**src/rtl/alu_word_sequencer.sv**
```systemverilog
// alu_word_sequencer: issues one wide operation to an external N-bit ALU,
// one word per cycle starting with the least significant word. Carry or borrow
// is chained between words, and the wide result is assembled word by word.
//
// Handshake: start is sampled only in IDLE, and a start seen at a rising edge
// in IDLE is accepted at that edge. busy is high for the WORDS cycles of RUN.
// done is a single-cycle pulse in DONE, and result/cout are valid in that cycle.
// There is no back-pressure: any start that arrives in RUN or DONE is dropped.
module alu_word_sequencer #(
  parameter int N     = 4,
  parameter int WORDS = 4
) (
  input  logic                 clk,
  input  logic                 rst,
  input  logic                 start,
  input  logic [2:0]           mode,
  input  logic [N*WORDS-1:0]   op_a,
  input  logic [N*WORDS-1:0]   op_b,
  input  logic                 cin,
  output logic                 busy,
  output logic                 done,
  output logic [N*WORDS-1:0]   result,
  output logic                 cout,
  output logic [N-1:0]         alu_a,
  output logic [N-1:0]         alu_b,
  output logic                 alu_cb_in,
  output logic [2:0]           alu_mode,
  input  logic [N-1:0]         alu_result,
  input  logic                 alu_cb_out,
  output logic [1:0]           dbg_state
);

  localparam int W  = N * WORDS;
  localparam int IW = (WORDS > 1) ? $clog2(WORDS) : 1;

  localparam logic [2:0] M_ADD = 3'b000;
  localparam logic [2:0] M_SUB = 3'b001;
  localparam logic [2:0] M_INC = 3'b110;
  localparam logic [2:0] M_DEC = 3'b111;

  typedef enum logic [1:0] {
    S_IDLE = 2'd0,
    S_RUN  = 2'd1,
    S_DONE = 2'd2
  } state_t;

  state_t          state_q, state_d;
  logic [W-1:0]    a_q, b_q;
  logic [2:0]      mode_q;
  logic            carry_q;
  logic [IW-1:0]   idx_q;
  logic [W-1:0]    result_q;
  logic            cout_q;

  logic            is_logic;
  logic            is_incdec;
  logic            last_word;
  logic [N-1:0]    a_word;
  logic [N-1:0]    b_word;

  // Decode the latched op code and select the current words from the operands.
  always_comb begin
    is_logic  = !((mode_q == M_ADD) || (mode_q == M_SUB) ||
                  (mode_q == M_INC) || (mode_q == M_DEC));
    is_incdec = (mode_q == M_INC) || (mode_q == M_DEC);
    last_word = (idx_q == IW'(WORDS - 1));
    a_word    = '0;
    b_word    = '0;
    for (int k = 0; k < WORDS; k++) begin
      if (idx_q == IW'(k)) begin
        a_word = a_q[k*N +: N];
        b_word = b_q[k*N +: N];
      end
    end
  end

  // State register.
  always_ff @(posedge clk) begin
    if (rst) state_q <= S_IDLE;
    else     state_q <= state_d;
  end

  // Next-state logic and ALU-facing outputs (zero outside RUN).
  always_comb begin
    state_d   = state_q;
    alu_a     = '0;
    alu_b     = '0;
    alu_cb_in = 1'b0;
    alu_mode  = 3'b000;
    case (state_q)
      S_IDLE: begin
        if (start) state_d = S_RUN;
      end
      S_RUN: begin
        alu_a     = a_word;
        // inc/dec are issued as add/sub of zero, with the preloaded carry of 1.
        alu_b     = is_incdec ? '0 : b_word;
        alu_cb_in = carry_q;
        if (mode_q == M_INC)      alu_mode = M_ADD;
        else if (mode_q == M_DEC) alu_mode = M_SUB;
        else                      alu_mode = mode_q;
        if (last_word) state_d = S_DONE;
      end
      S_DONE: begin
        state_d = S_IDLE;
      end
      default: begin
        state_d = S_IDLE;
      end
    endcase
  end

  // Operand latch, word index, carry chain and result assembly.
  always_ff @(posedge clk) begin
    if (rst) begin
      a_q      <= '0;
      b_q      <= '0;
      mode_q   <= 3'b000;
      carry_q  <= 1'b0;
      idx_q    <= '0;
      result_q <= '0;
      cout_q   <= 1'b0;
    end else begin
      case (state_q)
        S_IDLE: begin
          if (start) begin
            a_q    <= op_a;
            b_q    <= op_b;
            mode_q <= mode;
            idx_q  <= '0;
            cout_q <= 1'b0;
            if ((mode == M_ADD) || (mode == M_SUB))      carry_q <= cin;
            else if ((mode == M_INC) || (mode == M_DEC)) carry_q <= 1'b1;
            else                                         carry_q <= 1'b0;
          end
        end
        S_RUN: begin
          for (int k = 0; k < WORDS; k++) begin
            if (idx_q == IW'(k)) result_q[k*N +: N] <= alu_result;
          end
          carry_q <= is_logic ? 1'b0 : alu_cb_out;
          if (last_word) cout_q <= is_logic ? 1'b0 : alu_cb_out;
          else           idx_q  <= idx_q + IW'(1);
        end
        default: begin
        end
      endcase
    end
  end

  assign busy      = (state_q == S_RUN);
  assign done      = (state_q == S_DONE);
  assign result    = result_q;
  assign cout      = cout_q;
  assign dbg_state = state_q;

endmodule

```
**config.mk**
```make
export PLATFORM = sky130hd
export DESIGN_NAME = alu_word_sequencer
export DESIGN_NICKNAME = d
export VERILOG_FILES = /design/src/rtl/alu_word_sequencer.sv
export SDC_FILE = /design/constraint.sdc
export NUM_CORES = 1
export LEC_CHECK = 0
export CAP_MARGIN = 30
export CORE_ASPECT_RATIO = 1.75
export CORE_MARGIN = 4
export CORE_UTILIZATION = 50
export DETAILED_ROUTE_END_ITERATION = 6
export PLACE_DENSITY = 0.91
export RECOVER_POWER = 50
export SETUP_SLACK_MARGIN = 0.2
export SYNTH_ARGS = -nofsm -noshare
export SYNTH_HDL_FRONTEND = slang
export SYNTH_SLANG_ARGS = --single-unit
```
**constraint.sdc**
```tcl
create_clock -name clk -period 4.98 [get_ports clk]
set_input_delay 1.245 -clock clk [delete_from_list [all_inputs] [get_ports clk]]
set_output_delay 1.245 -clock clk [all_outputs]
set_load 0.005 [all_outputs]
```
==> impl_metrics.py <==
metrics = {
    "grt": {
        "grt-ovfl-total": 0,
        "grt_pass1_wl_um": 10300,
        "number_of_antenna_violations_at_the_first_check_in_global_routing": 0,
        "grt_pass1_vias": 2363,
        "pin_count_of_the_biggest_net_entering_global_routing": 58,
        "groute.usage.overall_pct": 22.8,
    },
    "floorplan": {
        "die_y_um": 101,
        "die_w_um": 61.3,
        "placementRows": 33,
        "initial_utilization_pct": 52.3,
        "die_ar_mm2": 0.00620,
        "design.core.area_mm2": 0.00475,
        "top_ports": 77,
    },
    "pwr": {
        "power_frac_clock_pct": 42.8,
        "seqPwrFrac_pct": 44.2,
        "net-switching-power_uw": 271,
        "internal_power_component_uw": 847,
        "total_power_divided_by_cell_area_mw_per_mm2": 327,
        "total_power_mw": 1.12,
        "switching_share_pct": 24.3,
        "max-vdd-ir-drop_v": 0.000349,
        "share_of_power_burned_in_combinational_logic_pct": 13.1,
        "cellLeakagePower_nw": 1.24,
    },
    "timing": {
        "period_minus_slack_ps": 3990,
        "fmax_mhz": 251,
        "slew-limit-headroom_pct": -11.5,
        "rsz_0062_raised_after_global_routing": "false",
        "finalMaxSlewViolations": 41,
        "tightest_slew_ps": 1670,
        "total_of_endpoints_with_negative_setup_slack_in_the_final_report": 0,
        "layout_worst_path_cycle_share_pct": 80.0,
        "hold_violation_total_from_the_final_report": 0,
        "final.setup_skew_ps": 6.12,
        "final.setup.tns_ps": 0,
    },
    "critical_path": {
        "r2r_slack_ps": 2570,
        "critical_path.startpoint": "dbg_state[0]",
        "worst-path-max-fanout": 22,
        "r2r-start": "dbg_state[0]",
        "cp_launch_type": "flip-flop",
        "critical_path_required_ps": 3730,
        "path_cells": "nand2b_1, inv_1, nand2_1, a21oi_1, clkdlybuf4s50_1",
        "delay_of_the_slowest_critical_path_stage_ps": 540,
        "cp-end-kind": "output pin",
        "crit_path_end": "alu_b[2]",
        "cpLargestDelayFamily": "buffers and inverters",
        "cpMaxStageDelayCell": "inv_1",
        "cp.depth": 5,
        "critPathArrivalTime_ps": 2740,
        "timing.critical_path.buf_inv": 2,
        "worst_reg2reg_path_endpoint": "carry_q",
        "reg2regPathDepth": 4,
        "worstSetupPathType": "flip-flop to output pin",
    },
    "yosys": {
        "yosysWarningCount": 0,
        "netlist-cell-type-count": 27,
        "ys_top_cells_by_count": "nand2_1 (96), a21oi_1 (71), dfxtp_1 (57)",
        "seq_area_frac_synth_pct": 45.9,
        "syn_inst": 324,
        "synth_nets": 372,
        "commonest_register_cell_after_synthesis": "dfxtp_1",
        "synth_edf_count": 0,
        "asyncSetResetFlopFracSynth_pct": 0,
        "biggest_area_consumer_among_synthesized_cells": "dfxtp_1",
        "mappedNetlistArea_mm2": 0.00248,
        "yosys.cell_count.top_type": "nand2_1",
        "synthesis.area_per_instance_um2": 7.67,
        "synth_largest_type_area_fraction_pct": 45.9,
        "yosys_register_bits": 57,
        "post_synth_main_area_contributors": "dfxtp_1 (46%), nand2_1 (15%), a21oi_1 (14%)",
    },
    "detailed_routing": {
        "route.antenna.remaining_nets": 0,
        "remaining_drc_errors": 0,
        "wl_per_cell_um": 15.0,
        "route.detailed.vias_per_inst": 5.57,
        "detail_route.iter0.violations": 94,
        "firstDrtPassIters": 4,
        "drt-total-wl_um": 6660,
        "dr_total_vias": 2471,
    },
    "clocking": {
        "ctsResizeCount": 0,
        "path_clk_slew_ps": 60,
        "cts_inserted_buffers": 9,
        "cts_num_sinks": 57,
        "clock_latency_ps": 340,
        "post_cts.repair.setup_buffers": 0,
        "cts_tree": "yes",
        "cts_hold_repair.buffers": 0,
        "ctsLongestPathBuffers": 2,
        "clock-root-buffer": "clkbuf_8",
        "htreeDepth": 3,
    },
    "worst_hold_path": {
        "holdCritStartpoint": "result[2]",
        "min-delay-path-class": "flip-flop to flip-flop",
        "worstHoldPathCells": 2,
    },
    "outcome": {
        "violations": "capacitance limit, slew limit",
        "outcome": "finished, violations left",
    },
    "layout": {
        "antenna_cells": 0,
        "post_route_cells_drive_above_1_share_pct": 5.10,
        "number_of_standard_cells_in_the_layout_taps_in_and_fillers_out": 444,
        "fillerInstances": 380,
        "final_nets": 435,
        "area_delta_synth_final_pct": 37.8,
    },
    "flow_run": {
        "cap_violations": 1,
    },
    "placed_design": {
        "dp_hpwl_um": 4770,
        "placedCellCount": 428,
        "port-buffer-count": 76,
        "gpl.final_weighted_congestion": 0.855,
    },
}
-- layout make-up --
class	instances	area [um2]	area share [%]
tap	52	65.1	1.90
clock buffer	11	141	4.13
inverter	11	41.3	1.21
sequential	57	1140	33.3
multi-input combinational	230	1190	34.7
clock inverter	5	78.8	2.30
timing repair buffer	78	767	22.4
-- per-layer routing --
layer,track usage [%],wire [um],up-vias
li1,-,-,1216
met4,18.4,464,0
met5,0,0,-
met1,23.0,2210,1122
met2,37.8,3630,98
met3,5.74,357,35
-- how the worst min path moves through the flow --
| stage | end | slack [ps] |
|---|---|---|
| final | result[2] | 450 |
| after global routing | result[2] | 470 |
| after CTS | b_q[8] | 460 |
| after detailed placement | b_q[8] | 450 |
| after global placement | result[2] | 440 |
| after floorplan | mode_q[0] | 430 |
-- layout by cell type, fill, tap and decap left out, types with 2 or more instances in the layout --
cell type and instances:
o211ai_1 2, nand2_1 96, clkbuf_1 2, dfxtp_1 57, dlygate4sd3_1 13, inv_1 11
clkbuf_8 10, clkinv_2 2, a221o_1 8, nand3_1 17, nor3b_1 3, nand3b_1 13
clkdlybuf4s50_1 62, and2_1 2, nor2_1 3, a21oi_1 71, bufinv_16 2, ha_1 4
-- tightest hold or removal path, delay by kind of cell, from the launching register on --
family	cells	cell delay (ps)
flip-flops	1	300
AND/OR/NAND/NOR	1	50
AO/OA/AOI/OAI	1	50
-- cell families after synthesis --
| kind of cell | Yosys count | synth area share (%) |
|---|---|---|
| AND/OR/NAND/NOR | 141 | 25.8 |
| XOR/XNOR | 1 | 0.353 |
| buffers and inverters | 37 | 6.50 |
| adder cells (fa/ha/maj) | 4 | 2.02 |
| AO/OA/AOI/OAI | 84 | 19.3 |
| flip-flops | 57 | 45.9 |
-- flip-flops by register name, indices dropped and copies added, names as in the netlist --
signal     cells
idx_q          2
cout           1
result        16
mode_q         3
carry_q        1
dbg_state      2
b_q           16
a_q           16
-- stage by stage --
step | utilization (%) | hold WS (ps) | cell area, um2 | setup slack, ps
after global routing | 72.1 | 471 | 3420 | 769
after floorplan | - | 432 | 2480 | 2340
final | 72.1 | 449 | 3420 | 994
after global placement | 67.5 | 443 | 3210 | 1490
after CTS | 72.1 | 455 | 3430 | 1020
after detailed placement | 67.5 | 446 | 3210 | 1390
-- power groups by stage --
stage | Sequential [mW] | Clock (mW) | Combinational, mW
floorplan | 0.499 | 0 | 0.0840
finish | 0.494 | 0.478 | 0.146
detailed placement | 0.504 | 0 | 0.147
CTS | 0.494 | 0.483 | 0.148
global route | 0.496 | 0.502 | 0.162
global placement | 0.502 | 0 | 0.144
Note: power is estimated with default switching activity, not from simulation.
